`config.mk`:
```
export PLATFORM = sky130hd
export DESIGN_NAME = hc04_exerciser
export DESIGN_NICKNAME = d
export VERILOG_FILES = /design/src/rtl/hc04_exerciser.sv
export SDC_FILE = /design/constraint.sdc
export NUM_CORES = 1
export LEC_CHECK = 0
export CELL_PAD_IN_SITES_DETAIL_PLACEMENT = 1
export CELL_PAD_IN_SITES_GLOBAL_PLACEMENT = 1
export CORE_UTILIZATION = 37
export DETAILED_ROUTE_END_ITERATION = 10
export GPL_TIMING_DRIVEN = 0
export PLACE_DENSITY_LB_ADDON = 0.08
export SETUP_SLACK_MARGIN = 0.4
export SYNTH_ARGS = -nofsm -noshare
export SYNTH_HDL_FRONTEND = slang
export SYNTH_SLANG_ARGS = --single-unit
```
`constraint.sdc`:
```
create_clock -name clk -period 2.54 [get_ports clk]
set_clock_uncertainty 0.05 [all_clocks]
set_input_delay 0.254 -clock clk [delete_from_list [all_inputs] [get_ports clk]]
set_output_delay 0.254 -clock clk [all_outputs]
set_load 0.02 [all_outputs]
```
`src/rtl/hc04_exerciser.sv`:
```
// Clocked stimulus/response exerciser for a 74HC04 hex inverter: walks 8 patterns,
// samples the outputs after SETTLE_CYCLES and accumulates mismatch statistics.
module hc04_exerciser #(
  parameter int SETTLE_CYCLES = 2
) (
  input  logic       clk,
  input  logic       rst_n,
  input  logic       start,
  output logic [5:0] drv,
  input  logic [5:0] y,
  output logic       busy,
  output logic       done,
  output logic       pass,
  output logic [3:0] err_count,
  output logic [5:0] fail_mask
);

  typedef enum logic [1:0] {IDLE, RUN, DONE} state_t;

  state_t     state_q, state_d;
  logic [5:0] drv_q, drv_d;
  logic [2:0] step_q, step_d;
  logic [3:0] cnt_q, cnt_d;
  logic [3:0] err_q, err_d;
  logic [5:0] mask_q, mask_d;
  logic [5:0] mism;
  logic       cmp_edge;

  function automatic logic [5:0] pattern(input logic [2:0] s);
    case (s)
      3'd0:    pattern = 6'b000000;
      3'd7:    pattern = 6'b111111;
      default: pattern = 6'b000001 << (s - 3'd1);
    endcase
  endfunction

  // Case equality so an unknown output bit counts as a mismatch, not a silent pass.
  always_comb begin
    mism = '0;
    for (int i = 0; i < 6; i++)
      mism[i] = (y[i] === ~drv_q[i]) ? 1'b0 : 1'b1;
  end

  assign cmp_edge = (cnt_q == 4'(SETTLE_CYCLES - 1));

  always_ff @(posedge clk) begin
    if (!rst_n) begin
      state_q <= IDLE;
      drv_q   <= '0;
      step_q  <= '0;
      cnt_q   <= '0;
      err_q   <= '0;
      mask_q  <= '0;
    end else begin
      state_q <= state_d;
      drv_q   <= drv_d;
      step_q  <= step_d;
      cnt_q   <= cnt_d;
      err_q   <= err_d;
      mask_q  <= mask_d;
    end
  end

  always_comb begin
    state_d = state_q;
    drv_d   = drv_q;
    step_d  = step_q;
    cnt_d   = cnt_q;
    err_d   = err_q;
    mask_d  = mask_q;
    case (state_q)
      IDLE, DONE: begin
        drv_d = '0;
        if (start) begin
          state_d = RUN;
          drv_d   = pattern(3'd0);
          step_d  = '0;
          cnt_d   = '0;
          err_d   = '0;
          mask_d  = '0;
        end
      end
      RUN: begin
        cnt_d = cnt_q + 4'd1;
        if (cmp_edge) begin
          if (mism != 6'd0) err_d = err_q + 4'd1;
          mask_d = mask_q | mism;
          if (step_q != 3'd7) begin
            step_d = step_q + 3'd1;
            drv_d  = pattern(step_q + 3'd1);
            cnt_d  = '0;
          end else begin
            state_d = DONE;
            drv_d   = '0;
          end
        end
      end
      default: state_d = IDLE;
    endcase
  end

  always_comb begin
    busy      = (state_q == RUN);
    done      = (state_q == DONE);
    pass      = done && (err_q == 4'd0);
    drv       = drv_q;
    err_count = err_q;
    fail_mask = mask_q;
  end

endmodule

```
==> reports/metrics.cfg, run 1 <==
[setup_path]
worstPathRequired_ps=2760
critPathMaxFanout=8
cp.arrival_ps=2300
criticalPathCategory=flop to flop
end_kind=flop
startpoint_type=flop

[timing]
layout_min_cycle_time_ps=2080
hold_viol=0
drv_slew=0
setup_viol=0
max_freq_ghz=0.482
tightestPinTransition_ps=498
max_slew_margin=0.665
period_share=0.817
rsz0062_at_grt=false
setup-tns-final_ps=0

[power]
p_comb_frac=0.199
p_leak_nw=0.668
swShare=0.292
pwr-share-clk=0.247
p_int_w=0.000533
p_seq_frac=0.554
p_per_area_nw_per_um2=438
p_switching_w=0.000219
ir_drop_mv=0.226

[cells_and_area]
drive_above_1_share=0.106
instances_no_fill=234
antenna_cells=0
final_nets=209
areaGrowthSynthToFinish_pct=29.7
fill_cells=416

[synth]
seq_area_frac_synth=0.378
synth_edf_count=0
synth.largest_area_cell=dfxtp_1
synth.ff_latch_count=25
synthXorXnorAreaFrac=0.0463
ys_warn_count=0
synth_simple_gate_area_frac=0.201
synth_compound_area_frac=0.189
yosysUniqueCellTypes=38
synth_top_family_by_area=simple AND/OR/NAND/NOR gates
synth_mux_area_frac=0.0321
synth.avg_cell_area_um2=8.49
synthCells=156
synth_area_leaders=dfxtp_1, ha_1, a21oi_1
syn_area_um2=1330
synthArstFlopShare=0
synthAdderAreaFrac=0.104
synth_top_area_share=0.378
synthFlopType=dfxtp_1
synth_nets=176

[run_status]
status=completed

[run]
drv_cap=0

[drt]
vias=1227
remaining_drc_errors=0
wl_mm=3.41
wl_per_cell_um=14.6
dr.pass1.iters=4
drtIter0Drc=43
ant_nets=0
avgViaCountPerCell=5.24

[cts]
insertion_delay_ps=330
cts-root-buf=clkbuf_4
clock-sinks=25
path_clk_slew_ps=140
tritoncts=built
cts_buffers=3
clockBufferDepth=2
htreeDepth=1

[placement]
hpwl_mm=2.75
gp_congestion=0.769
placedCellCount=229
port_buffers=27

[grt]
grt_pass1_vias=1210
grt_max_degree=14
grtUsageTotal=0.198
gr-total-overflow=0
grt_pass1_wl_mm=5.45
antenna_found_initial=0

[floorplanning]
start_util=0.391
die_y_um=61.8
io_pins=28
dieArea_um2=3820
rows=21
die_x_um=61.8
coreArea_um2=3390

[worst_hold_path]
hp-class=flop to flop

## worst max-delay path, stage by stage (launching register included)
cell	delay [ps]
dfxtp_4	400
ha_1	140
or3b_1	350
buf_6	140
or3_1	320
buf_6	140
or3b_1	360
a21oi_2	120
## layer usage
| layer | up-vias | wire length [um] | GRT usage |
|---|---|---|---|
| met3 | 5 | 70 | 0.0248 |
| met1 | 595 | 1520 | 0.232 |
| li1 | 606 | - | - |
| met5 | - | 0 | 0 |
| met2 | 21 | 1770 | 0.372 |
| met4 | 0 | 44 | 0.0603 |
## cell type report
cell class                      count  area [um^2]  area share
Buffer                              7         45.0      0.0262
Timing Repair Buffer               28          275       0.160
Inverter                           10         37.5      0.0218
Clock buffer                        4         26.3      0.0153
Multi-Input combinational cell    114          769       0.448
Tap cell                           46         57.6      0.0335
Sequential cell                    25          507       0.295
## power by group through the flow
stage / sequential (W) / combinational (W) / clock [W]
floorplan: 0.000431 / 0.0000811 / 0
global route: 0.000418 / 0.000166 / 0.000211
CTS: 0.000417 / 0.000148 / 0.000192
global placement: 0.000423 / 0.000140 / 0
finish: 0.000417 / 0.000150 / 0.000186
detailed placement: 0.000425 / 0.000146 / 0
## flip-flops by register name (all words and copies together) (netlist names)
signal,count
err_count,4
drv,6
fail_mask,6
cnt_q,4
state_q,2
step_q,3
## through the flow
stage | util | instance area, um^2 | setup WS, ps | total power, W | hold WS, ps
finish | 0.507 | 1720 | 465 | 0.000752 | 436
global placement | 0.488 | 1650 | 357 | 0.000563 | 398
global route | 0.507 | 1720 | 402 | 0.000796 | 457
CTS | 0.499 | 1690 | 365 | 0.000756 | 438
detailed placement | 0.488 | 1650 | 318 | 0.000571 | 413
floorplan | - | 1330 | 558 | 0.000512 | 367
## placed cells by master, fill, tap and decap left out, drive strengths merged, types with 3 or more instances in the layout
| cell | count |
|---|---|
| o211a | 3 |
| nand2b | 4 |
| nor2 | 14 |
| buf | 4 |
| o21ai | 4 |
| inv | 10 |
| a22oi | 3 |
| dfxtp | 25 |
| clkbuf | 8 |
| or2 | 3 |
| o22ai | 3 |
| nand3 | 7 |
| clkdlybuf4s50 | 25 |
| xnor2 | 7 |
| ha | 11 |
| a21oi | 17 |
| nand2 | 15 |
## kinds of logic (layout without fill, tap and decap cells)
family / after synthesis / in the layout
compound gates: 39 / 39
xor+xnor: 7 / 7
fa+ha+maj: 11 / 11
buf+inv: 17 / 49
flops: 25 / 25
mux: 4 / 4
simple gates: 53 / 53
## what timing repair did
action                                  4_1_cts  5_1_grt
resized for setup                             6       17
endpoints found under the setup margin        4        8
pin swaps                                     0        1
hold buffers                                  0        0
buffers inserted                              1        0
## synthesized netlist by cell type (2+ instances only)
library cell and instances:
nor2_1 14, or2_0 2, nand2_1 15, inv_1 10, or3b_1 2, xnor2_1 7
o21ai_0 2, a21oi_1 17, nand3_1 7, ha_1 11, a22oi_1 3, dfxtp_1 25
o22ai_1 3, or4_1 2, clkbuf_1 5, or3_1 2, nand2b_1 4, o211a_1 3
a21o_1 2, mux2i_1 2
## path summary, 6_finish.rpt
kind | endpoint | from | slack (ps) | depth (start not counted)
max reg2reg | drv[5] | cnt_q[0] | 460 | 7
min | step_q[2] | step_q[2] | 440 | 2
max | drv[5] | cnt_q[0] | 460 | 7
min reg2reg | step_q[2] | step_q[2] | 440 | 2
No activity file was read; power rests on OpenSTA's default activity.
==> run 2: changes to the inputs <==
Settings changed: CORE_UTILIZATION 37 to 33.
Clock period 2.54 ns to 1.7 ns, I/O delays scaled along.
==> run 2 against run 1 <==
The run now ends with setup timing left. Worst hold slack gained 0.76 ps. Critical path type unchanged. Final cell count grew 10%. Largest power group unchanged. Combinational power grew to 2.6 times the previous value. Critical path depth grew 2. Clock power grew 100%. Design area grew 24%. Sequential share of layout area shrank 5.1 points. Via count grew 6.7%. Worst setup slack lost 870 ps. Non-clock buffer count grew 22. First-iteration DRC count shrank 14%. Largest cell class unchanged.
==> reports/metrics.cfg, run 2 (synthesis gave the netlist of run 1 again) <==
[setup_path]
cp.arrival_ps=2270  ; -30 ps
critPathMaxFanout=4  ; -4
end_kind=flop
worstPathRequired_ps=1860  ; -900 ps
reg2reg_depth=9  ; +2
startpoint_type=flop
criticalPathCategory=flop to flop

[cts]
tritoncts=built
hold_buffers=0  ; unchanged
cts-root-buf=clkbuf_8
insertion_delay_ps=280  ; -50 ps
cts_buffers=3  ; unchanged
clockBufferDepth=2  ; unchanged
clock-sinks=25  ; unchanged
path_clk_slew_ps=90  ; -50 ps
htreeDepth=1  ; unchanged

[drt]
ant_nets=0  ; unchanged
avgViaCountPerCell=5.07  ; -3.2%
drtIter0Drc=37  ; -14%
wl_mm=4.26  ; +25%
remaining_drc_errors=0  ; unchanged
wl_per_cell_um=16.5  ; +13%
vias=1309  ; +6.7%
dr.pass1.iters=3  ; -1

[grt]
grt_util_met1=0.229  ; -0.00293
antenna_found_initial=0  ; unchanged
grt_pass1_wl_mm=6.40  ; +17%
globalRouteMet3Util=0.0417  ; +0.0168
gr-total-overflow=0  ; unchanged
busiest_layer=met2
grt_max_degree=14  ; unchanged
gr-usage-met2=0.371  ; -0.000602
grt_pass1_vias=1305  ; +7.9%
grtUsageTotal=0.198  ; about the same

[power]
pwr-share-clk=0.270  ; +0.023
p_switching_w=0.000404  ; +84%
p_comb_frac=0.279  ; +0.080
swShare=0.293  ; +0.00153
p_seq_frac=0.452  ; -0.102
p_per_area_nw_per_um2=647  ; +48%
p_int_w=0.000974  ; +83%
p_leak_nw=0.912  ; +37%
ir_drop_mv=0.521  ; +130%
totalPowerFinal_w=0.00138  ; +83%

[timing]
drv_slew=0  ; unchanged
setup_ws_ps=-409  ; -874 ps
setup-tns-final_ps=-7300  ; -7300 ps
tightestPinTransition_ps=505  ; +7.17 ps
max_slew_margin=0.663  ; -0.00194
rsz0062_at_grt=true
max_freq_ghz=0.474  ; -1.6%
period_share=1.24  ; +0.424
layout_min_cycle_time_ps=2110  ; +33.8 ps
hold_viol=0  ; unchanged
setup_viol=25  ; +25

[placement]
hpwl_mm=2.61  ; -5.0%
port_buffers=27  ; unchanged
gp_congestion=0.736  ; -4.3%
place_ws_ps=-435  ; -753 ps

[cells_and_area]
final_cell_mix=dfxtp_1, nand2_1, dlygate4sd2_1, nor2_1, buf_4
areaGrowthSynthToFinish_pct=60.7
drive_above_1_share=0.348  ; +0.241
antenna_cells=0  ; unchanged
mostFrequentLayoutCell=dfxtp_1
final_nets=231  ; +11%

[floorplanning]
die_x_um=65.4  ; +5.7%
io_pins=28  ; unchanged
dieArea_um2=4270  ; +12%
start_util=0.354  ; -0.0370
coreArea_um2=3740  ; +10%
rows=22  ; +4.8%
die_y_um=65.4  ; +5.7%

[worst_hold_path]
hold_depth=2  ; unchanged
hp-class=flop to flop

[run_status]
violations=setup timing
status=finished with violations

[run]
drv_cap=0  ; unchanged

-- run 2: changes by cell type in the layout (fill, tap and decap cells not counted), sizes merged --
cell,previous run,this run
buf,4,29
clkdlybuf4s15,0,2
clkdlybuf4s50,25,8
dlygate4sd2,2,14
-- run 2: layout make-up --
| class | instances | area (um^2) |
|---|---|---|
| Fill cell | 440 | 1610 |
| Multi-Input combinational cell | 114 | 917 |
| Sequential cell | 25 | 520 |
| Timing Repair Buffer | 50 | 478 |
| Buffer | 7 | 66.3 |
| Tap cell | 48 | 60.1 |
| Clock buffer | 4 | 45.0 |
| Inverter | 10 | 42.5 |
-- run 2: power by group through the flow --
stage | combinational [W] | clock (W) | sequential (W)
finish | 0.000385 | 0.000372 | 0.000622
global route | 0.000410 | 0.000405 | 0.000626
CTS | 0.000292 | 0.000378 | 0.000619
detailed placement | 0.000220 | 0 | 0.000635
global placement | 0.000215 | 0 | 0.000634
floorplan | 0.000126 | 0 | 0.000645
-- run 2: worst max-delay path: stages, from the launching register on --
cell and delay [ps]:
dfxtp_2 330, inv_2 70, ha_4 120, or3b_4 370, buf_6 130, or3_1 330, clkbuf_8 160, buf_4 140
mux2_4 260, nor2_1 80
-- run 2: what timing repair did --
item,CTS,global route
setup endpoints to repair,44,30
buffers inserted,12,11
pin swaps,11,18
gates resized for setup,71,28
-- run 2: worst paths after layout --
check          startpoint           end  slack [ps]
min          fail_mask[2]  fail_mask[2]         440
max reg2reg      cnt_q[1]     step_q[0]        -410
min reg2reg  fail_mask[2]  fail_mask[2]         440
max              cnt_q[1]     step_q[0]        -410
-- run 2: stage by stage --
step / area, um^2 / util / hold slack, ps / std cells
floorplan: 1350 / - / 283 / 156
global placement: 1680 / 0.448 / 399 / 231
detailed placement: 1680 / 0.448 / 417 / 231
CTS: 1920 / 0.513 / 437 / 247
global route: 2130 / 0.569 / 469 / 258
finish: 2130 / 0.569 / 436 / 258
-- run 2: metal layers --
layer  wire length (um)  part of all wire  vias to the layer above
met5                  0                 0                        -
met4                 19            0.0045                        0
met3                116             0.027                        5
met2               2330              0.55                       18
met1               1790              0.42                      637
li1                   -                 -                      649
